$ cat config.mk
export PLATFORM = sky130hd
export DESIGN_NAME = lmem_arbiter
export DESIGN_NICKNAME = d
export VERILOG_FILES = /design/src/rtl/lmem_arbiter.sv
export SDC_FILE = /design/constraint.sdc
export NUM_CORES = 1
export LEC_CHECK = 0
export CORE_ASPECT_RATIO = 0.8
export CORE_MARGIN = 2
export CORE_UTILIZATION = 43
export CTS_BUF_LIST = sky130_fd_sc_hd__clkbuf_16
export CTS_CLUSTER_SIZE = 12
export DETAILED_ROUTE_END_ITERATION = 8
export PLACE_DENSITY = 0.87
export SLEW_MARGIN = 20
export SYNTH_ARGS = -nofsm -noshare
export SYNTH_HDL_FRONTEND = slang
export SYNTH_SLANG_ARGS = --single-unit
$ cat constraint.sdc
create_clock -name clk -period 3.5 [get_ports clk]
set_clock_uncertainty 0.15 [all_clocks]
set_input_delay 0.7 -clock clk [delete_from_list [all_inputs] [get_ports clk]]
set_output_delay 0.7 -clock clk [all_outputs]
set_load 0.03 [all_outputs]
$ cat src/rtl/lmem_arbiter.sv
// lmem_arbiter: shares the layer-buffer memory port (csel/cwr/crd) among the
// convolution writer (port 0), max-pool reader (port 1) and host/DMA port
// (port 2). One beat per cycle, round-robin with bounded lock bursts, strobes
// driven from registers, read data tagged back to its port two cycles later.
module lmem_arbiter #(
  parameter int AW       = 12,
  parameter int DW       = 13,
  parameter int LOCK_MAX = 4
) (
  input  logic              clk,
  input  logic              reset,
  input  logic [2:0]        req,
  input  logic [2:0]        we,
  input  logic [2:0]        sel,
  input  logic [2:0]        lock,
  input  logic [3*AW-1:0]   addr,
  input  logic [3*DW-1:0]   wdata,
  output logic [2:0]        gnt,
  output logic [2:0]        rvalid,
  output logic [DW-1:0]     rdata,
  output logic              csel,
  output logic              cwr,
  output logic [AW-1:0]     caddr_wr,
  output logic [DW-1:0]     cdata_wr,
  output logic              crd,
  output logic [AW-1:0]     caddr_rd,
  input  logic [DW-1:0]     cdata_rd
);

  typedef enum logic [1:0] {
    IDLE   = 2'd0,
    GRANT  = 2'd1,
    LOCKED = 2'd2
  } state_t;

  // Index of the final beat a single lock burst may take.
  localparam logic [3:0] LAST_BEAT = 4'(LOCK_MAX - 1);

  state_t     state;
  state_t     state_nx;
  logic [1:0] last;
  logic [1:0] last_nx;
  logic [1:0] holder;
  logic [1:0] holder_nx;
  logic [3:0] beat_cnt;
  logic [3:0] beat_cnt_nx;

  logic [1:0] rr_first;
  logic [1:0] rr_second;
  logic [1:0] rr_third;
  logic [1:0] rr_port;
  logic       rr_hit;

  logic       holding;
  logic       xfer;
  logic [1:0] gport;
  logic [3:0] run_cnt;

  logic       rd_pend;
  logic [1:0] rd_id;

  // Successor of a port in the 0 -> 1 -> 2 -> 0 rotation.
  function automatic logic [1:0] next_port(input logic [1:0] p);
    case (p)
      2'd0:    next_port = 2'd1;
      2'd1:    next_port = 2'd2;
      default: next_port = 2'd0;
    endcase
  endfunction

  // Round-robin candidate: first requester searching from last+1 mod 3.
  always_comb begin
    rr_first  = next_port(last);
    rr_second = next_port(rr_first);
    rr_third  = next_port(rr_second);
    rr_port   = 2'd0;
    rr_hit    = 1'b0;
    if (req[rr_first]) begin
      rr_port = rr_first;
      rr_hit  = 1'b1;
    end else if (req[rr_second]) begin
      rr_port = rr_second;
      rr_hit  = 1'b1;
    end else if (req[rr_third]) begin
      rr_port = rr_third;
      rr_hit  = 1'b1;
    end else begin
      rr_port = 2'd0;
      rr_hit  = 1'b0;
    end
  end

  // Beat owner: a live lock keeps the holder, a dropped lock falls straight
  // through to round-robin in the same cycle so no beat is lost.
  always_comb begin
    holding = (state == LOCKED) && req[holder];
    if (holding) begin
      gport   = holder;
      run_cnt = beat_cnt;
      xfer    = 1'b1;
    end else begin
      gport   = rr_port;
      run_cnt = 4'd0;
      xfer    = rr_hit;
    end
  end

  // State register: arbitration state, rotation pointer and lock bookkeeping.
  always_ff @(posedge clk) begin
    if (reset) begin
      state    <= IDLE;
      last     <= 2'd2;
      holder   <= 2'd0;
      beat_cnt <= 4'd0;
    end else begin
      state    <= state_nx;
      last     <= last_nx;
      holder   <= holder_nx;
      beat_cnt <= beat_cnt_nx;
    end
  end

  // Next state: a locked beat below the burst limit extends the lock,
  // anything else returns to open arbitration.
  always_comb begin
    state_nx    = state;
    last_nx     = last;
    holder_nx   = holder;
    beat_cnt_nx = beat_cnt;
    if (xfer) begin
      last_nx = gport;
      if (lock[gport] && (run_cnt < LAST_BEAT)) begin
        state_nx    = LOCKED;
        holder_nx   = gport;
        beat_cnt_nx = run_cnt + 4'd1;
      end else begin
        state_nx    = GRANT;
        holder_nx   = holder;
        beat_cnt_nx = 4'd0;
      end
    end else begin
      state_nx    = IDLE;
      beat_cnt_nx = 4'd0;
    end
  end

  // Grant output: one-hot to the beat owner, zero when nobody transfers.
  always_comb begin
    if (xfer) begin
      gnt = 3'b001 << gport;
    end else begin
      gnt = 3'b000;
    end
  end

  // Memory strobes and address/data, loaded on the edge that takes the beat;
  // address, data and bank hold when idle so the memory sees stable values.
  always_ff @(posedge clk) begin
    if (reset) begin
      csel     <= 1'b0;
      cwr      <= 1'b0;
      crd      <= 1'b0;
      caddr_wr <= {AW{1'b0}};
      cdata_wr <= {DW{1'b0}};
      caddr_rd <= {AW{1'b0}};
    end else if (xfer) begin
      csel <= sel[gport];
      if (we[gport]) begin
        cwr      <= 1'b1;
        crd      <= 1'b0;
        caddr_wr <= addr[gport*AW +: AW];
        cdata_wr <= wdata[gport*DW +: DW];
      end else begin
        cwr      <= 1'b0;
        crd      <= 1'b1;
        caddr_rd <= addr[gport*AW +: AW];
      end
    end else begin
      cwr <= 1'b0;
      crd <= 1'b0;
    end
  end

  // Read tag pipe: first stage rides with crd, second stage is rvalid and
  // lines up with cdata_rd. Reset flushes both, dropping in-flight reads.
  always_ff @(posedge clk) begin
    if (reset) begin
      rd_pend <= 1'b0;
      rd_id   <= 2'd0;
      rvalid  <= 3'b000;
    end else begin
      rd_pend <= xfer & ~we[gport];
      rd_id   <= gport;
      rvalid  <= rd_pend ? (3'b001 << rd_id) : 3'b000;
    end
  end

  assign rdata = cdata_rd;

endmodule

==> results of run 1 <==
-- logic make-up after synthesis --
logic type / Yosys count / synth area share
simple gates: 132 / 0.219
compound gates: 83 / 0.196
flops: 56 / 0.368
buf+inv: 44 / 0.0981
mux: 28 / 0.114
fa+ha+maj: 1 / 0.00410
other cells: 1 / 0.00123
-- sequential cells by signal, summed over array words and instances (netlist names), 2 cells and up --
| name | flops |
|---|---|
| caddr_wr | 12 |
| last | 2 |
| rvalid | 3 |
| caddr_rd | 12 |
| beat_cnt | 4 |
| holder | 2 |
| cdata_wr | 13 |
| state | 2 |
| rd_id | 2 |
-- how the worst min path moves through the flow --
stage               startpoint   endpoint  slack (ns)  cells past startpoint
finish                rd_id[0]  rvalid[0]        0.29                      1
global route          rd_id[1]  rvalid[1]        0.30                      1
CTS                   rd_id[1]  rvalid[1]        0.29                      1
detailed placement    rd_id[1]  rvalid[1]        0.28                      1
global placement      rd_id[0]  rvalid[0]        0.27                      1
floorplan             rd_id[1]  rvalid[1]        0.26                      1
-- where the power goes --
| group | internal, uW | switching [uW] |
|---|---|---|
| combinational | 416 | 450 |
| sequential | 725 | 44.4 |
| clock | 338 | 222 |
| total | 1480 | 716 |
-- through the flow --
step | total power (uW) | setup WS [ns] | hold WS [ns] | instances
floorplan | 1350 | 0.669 | 0.262 | 346
global placement | 1630 | 0.301 | 0.270 | 539
detailed placement | 1650 | 0.208 | 0.278 | 539
CTS | 2210 | 0.238 | 0.290 | 547
global route | 2300 | 0.151 | 0.298 | 547
finish | 2200 | 0.234 | 0.291 | 547
-- area by class of cell --
| cell class | count | area share |
|---|---|---|
| clock buffer | 5 | 0.0279 |
| timing repair buffer | 146 | 0.319 |
| tap | 87 | 0.0243 |
| clock inverter | 3 | 0.00949 |
| sequential | 56 | 0.250 |
| inverter | 4 | 0.00335 |
| multi-input combinational | 246 | 0.366 |
-- layout by cell type (no fill, tap or decap), types with 2 or more instances in the layout --
cell / instances
a211o_1: 13
a211oi_1: 12
a21oi_1: 35
a21oi_2: 7
and2_1: 3
buf_4: 14
clkbuf_16: 5
clkdlybuf4s50_1: 130
conb_1: 2
dfxtp_1: 56
inv_1: 3
inv_2: 2
mux2_2: 14
mux2_4: 10
mux2i_1: 4
nand2_1: 42
nand2b_1: 6
nand3b_1: 4
nor2_1: 31
nor2b_1: 26
nor3_1: 8
nor3b_1: 3
o21ai_0: 4
-- critical path, stage by stage --
cell	delay, ns
clkdlybuf4s50_1	0.60
mux2i_1	0.14
or3_4	0.37
a21o_1	0.21
inv_2	0.15
nor3_2	0.08
buf_4	0.17
-- metal layers --
layer / vias up / global-route usage
met1: 1342 / 0.248
li1: 1402 / -
met2: 116 / 0.361
met4: 0 / 0.0548
met5: - / 0
met3: 14 / 0.0643
==> impl_metrics.toml, run 1 <==
[status]
status = "complete, no violations"

[clock_network]
cts.root.buffer_cell = "clkbuf_16"
clkSinkCount = 56
cts_tree = "done"
count_of_hold_buffers_inserted_by_post_cts_repair = 0
ctsHtreeMaxLevel = 2
cts-buffers-inserted = 5
cts-resized-gates = 0
clock_path_buffers = 2
clock_insertion_delay_worst_skew_ns = 0.28
setup_repair_bufs_after_cts = 0
worst_setup_hold_path_clk_slew_ns = 0.07

[cells_and_area]
layout-drive-gt1-share = 0.143
syn_to_final_growth_pct = 47.1
finalInstanceArea_sq_um = 4480
layout.core_utilization = 0.654
layout.area.seq_sq_um = 1120
nFillCells = 585
diodes = 0
num-nets-final = 562
total_area_of_multi_input_combinational_cells_sq_um = 1640

[sta]
timing.final.setup_violations = 0
tightestPinTransition_ns = 0.957
timing.final.crit_share = 0.933
fmax_mhz = 306
finalSetupTns_ns = 0
timing.final.max_slew_violations = 0
grt_setup_unrepaired = "no"
final.min_clock_period_ns = 3.27
finalHoldViolations = 0
timing.max_slew.rel_slack = 0.362

[floorplanning]
start_util = 0.444
num_rows = 27
core-area_sq_um = 6860
dieArea_sq_um = 7780
ioPinCount = 161
die-width_um = 98.1
die-height_um = 79.3

[global_routing]
first_pass_grt_wire_length_mm = 13.1
grt_antenna_before_repair = 0
track_usage = 0.207
maximum_number_of_pins_on_one_net_before_global_route_repair = 55
grt_pass1_vias = 2792
globalRoute.totalOverflow = 0

[synth]
async_reset_ff_frac = 0
yosysMostFrequentCell = "dfxtp_1"
synth_warnings = 0
synth_top_area_frac = 0.368
syn-instance-count = 345
postSynthRegisterBits = 56
yosys-top-cells-area = "dfxtp_1, a21oi_1, nor2b_1"
average_instance_area_after_synthesis_sq_um = 8.83
dominantRegCellSynth = "dfxtp_1"
synth.top_cells.by_count = "dfxtp_1, nand2_1, a21oi_1, nor2_1, nor2b_1"
synth_cell_types = 48
largest_area_contributor_in_the_netlist = "dfxtp_1"
synthesis.area_sq_um = 3050
synth.yosys.seq_area_share = 0.368
count_of_flip_flops_with_a_built_in_enable_after_synthesis = 0

[placed_design]
gp_congestion = 0.813
buffer_ports.inserted = 134
dp_hpwl_mm = 6.28
detailed_place.area_sq_um = 4320

[routing]
wl_per_cell_um = 15.4
met3_length_um = 650
drt.antenna.violating_nets = 0
drtIter0Drc = 140
vias = 2874
maxUsedRoutingLayer = "met4"
routed_via_count_divided_by_cell_count = 5.25
drc_violations_left = 0
wl_met2_mm = 4.11
dr.pass1.iters = 4
drt-met1-wl_mm = 3.56
drt-total-wl_mm = 8.45

[critical_path]
ff2ff_path_depth = 7
criticalPathCategory = "input port to output port"
reg2reg_slack_ns = 1.01
rr_startpoint = "holder[0]"
worst_setup_path_start_kind = "input port"
cp-endpoint = "gnt[0]"
cp_data_arrival_time_ns = 2.42
endpoint_kind = "output port"
cp_max_fo = 8
r2r-end = "caddr_rd[1]"
startpoint = "req[0]"
timing.critical_path.required_ns = 2.65

[pwr]
leakage_power_summed_over_all_cells_uw = 0.00179
power_per_cell_area_nw_per_um2 = 490
vdd_drop_max_mv = 0.319

[hold_path]
min-delay-path-class = "flop to flop"

[job]
max_cap_violations = 0
(Power assumes the default switching activity.)
==> run 2, diff against run 1 <==
Clock period 3.5 ns to 4 ns, I/O delays scaled along.
==> run 2 against run 1 <==
Sequential share of layout area increased by 0.39 points. Register-to-register slack improved by 0.32 ns. Setup slack improved by 0.17 ns. Wire length rose by 0.71%. Combinational power is 13% lower. Global-route usage down 0.075 points. Core utilization is 1.0 points lower. Cell count is 0.91% lower. Die area unchanged. Highest routed layer unchanged.
==> impl_metrics.toml, run 2 (synthesized netlist as in run 1, its figures left out) <==
[critical_path]
cpPeakStageDelay_ns = 0.60
crit_buf_inv = 3
worst_path_max_delay_cell = "clkdlybuf4s50_1"
cp_data_arrival_time_ns = 2.64
cp_max_fo = 14
path_delay_family = "buffers and inverters"
critical_path.cell_chain = "clkdlybuf4s50_1, mux2i_1, or3_4, a21o_1, inv_2, nor3_2, buf_4"
criticalPathCategory = "input port to output port"
worst_setup_path_start_kind = "input port"
endpoint_kind = "output port"
timing.critical_path.required_ns = 3.05
reg2reg_slack_ns = 1.33

[cells_and_area]
largest_register_ff_count = 13
layout-drive-gt1-share = 0.130
top_regs = "cdata_wr x13, caddr_rd x12, caddr_wr x12"
nFillCells = 596
mostFrequentLayoutCells = "clkdlybuf4s50_1, dfxtp_1, nand2_1"
layout.core_utilization = 0.644
diodes = 0
most_common_cell_after_layout_fill_and_taps_aside = "clkdlybuf4s50_1"
num-nets-final = 557
max_flop_register = "cdata_wr"
syn_to_final_growth_pct = 44.8

[floorplanning]
start_util = 0.444
die-width_um = 98.1
ioPinCount = 161
dieArea_sq_um = 7780
num_rows = 27
die-height_um = 79.3
core-area_sq_um = 6860

[sta]
timing.final.setup_violations = 0
timing.final.max_slew_violations = 0
fmax_mhz = 278
timing.final.crit_share = 0.899
finalSetupTns_ns = 0
grt_setup_unrepaired = "no"
timing.max_slew.rel_slack = 0.480
tightestPinTransition_ns = 0.760
final.min_clock_period_ns = 3.59
finalHoldViolations = 0
post-route-worst-setup-slack_ns = 0.405

[pwr]
power.switching_fraction = 0.334
power.internal_uw = 1220
power_uw = 1830
share_comb_of_total_power = 0.411
power_per_cell_area_nw_per_um2 = 415
p_clk_frac = 0.221
power_frac_seq = 0.369
vdd_drop_max_mv = 0.241
leakage_power_summed_over_all_cells_uw = 0.00175
p_switching_uw = 612

[clock_network]
clock_insertion_delay_worst_skew_ns = 0.28
clock_path_buffers = 2
cts-buffers-inserted = 5
setup_repair_bufs_after_cts = 0
clkSinkCount = 56
cts_tree = "done"
worst_setup_hold_path_clk_slew_ns = 0.06
ctsHtreeMaxLevel = 2
cts.root.buffer_cell = "clkbuf_16"
cts-resized-gates = 0
count_of_hold_buffers_inserted_by_post_cts_repair = 0

[global_routing]
grt_pass1_vias = 2643
first_pass_grt_wire_length_mm = 13.1
maximum_number_of_pins_on_one_net_before_global_route_repair = 45
grt_antenna_before_repair = 0
track_usage = 0.206
globalRoute.totalOverflow = 0

[routing]
drt.antenna.violating_nets = 0
drt-total-wl_mm = 8.51
wl_per_cell_um = 15.7
routed_via_count_divided_by_cell_count = 5.26
dr.pass1.iters = 4
drc_violations_left = 0
drtIter0Drc = 89
vias = 2849

[placed_design]
place_worst_setup_slack_ns = 0.422
gp_congestion = 0.827
dp_hpwl_mm = 6.23
buffer_ports.inserted = 134

[status]
status = "complete, no violations"

[job]
max_cap_violations = 0

[hold_path]
min-delay-path-class = "flop to flop"
run 2: changes by cell type in the layout (fill, tap and decap cells not counted):
cell / change
buf_4: -5
bufinv_16: -1
clkinv_1: +1
inv_1: +1
inv_6: -1
run 2: worst paths after layout:
path,cells past startpoint,start,end
worst max register to register,8,holder[0],caddr_wr[1]
worst max-delay path,7,req[0],gnt[0]
worst min-delay path,1,rd_id[0],rvalid[0]
worst min register to register,1,rd_id[0],rvalid[0]
run 2: worst register-to-register path, cell delays in order (launching register included):
cell and delay (ns):
dfxtp_1 0.49, mux2i_1 0.16, or3_4 0.37, a21o_1 0.22
inv_2 0.23, buf_4 0.32, a21oi_1 0.11, a211oi_1 0.34
mux2_2 0.22
run 2: final cells by class:
class,instances,area [sq um],share of cell area
clock inverter,3,11.3,0.00255
inverter,4,15.0,0.00340
multi-input combinational,246,1640,0.371
timing repair buffer,141,1390,0.316
sequential,56,1120,0.254
tap,87,109,0.0247
clock buffer,5,125,0.0283
run 2: power by group through the flow:
| stage | clock network (uW) | registers, uW | logic, uW |
|---|---|---|---|
| CTS | 414 | 675 | 754 |
| global placement | 0 | 683 | 738 |
| detailed placement | 0 | 686 | 752 |
| floorplan | 0 | 806 | 375 |
| finish | 404 | 675 | 752 |
| global route | 445 | 683 | 798 |
run 2: per-layer routing:
metal,routed length (um),vias up,global-route usage,part of all wire
li1,-,1395,-,-
met5,0,-,0,0
met4,79,0,0.0384,0.0093
met2,4110,108,0.359,0.48
met1,3630,1338,0.252,0.43
met3,692,8,0.0669,0.081
run 2: metrics by stage:
| stage | hold WS (ns) | cells | area (sq um) |
|---|---|---|---|
| after floorplan | 0.262 | 346 | 3050 |
| after global placement | 0.273 | 534 | 4280 |
| after detailed placement | 0.278 | 534 | 4280 |
| after CTS | 0.292 | 542 | 4410 |
| after global routing | 0.303 | 542 | 4410 |
| final | 0.292 | 542 | 4410 |
==> run 3, diff against run 2 <==
Settings changed: CTS_CLUSTER_DIAMETER set to 40.
==> results of run 3 <==
Final layout, timing and power as in run 2 (identical DEF).
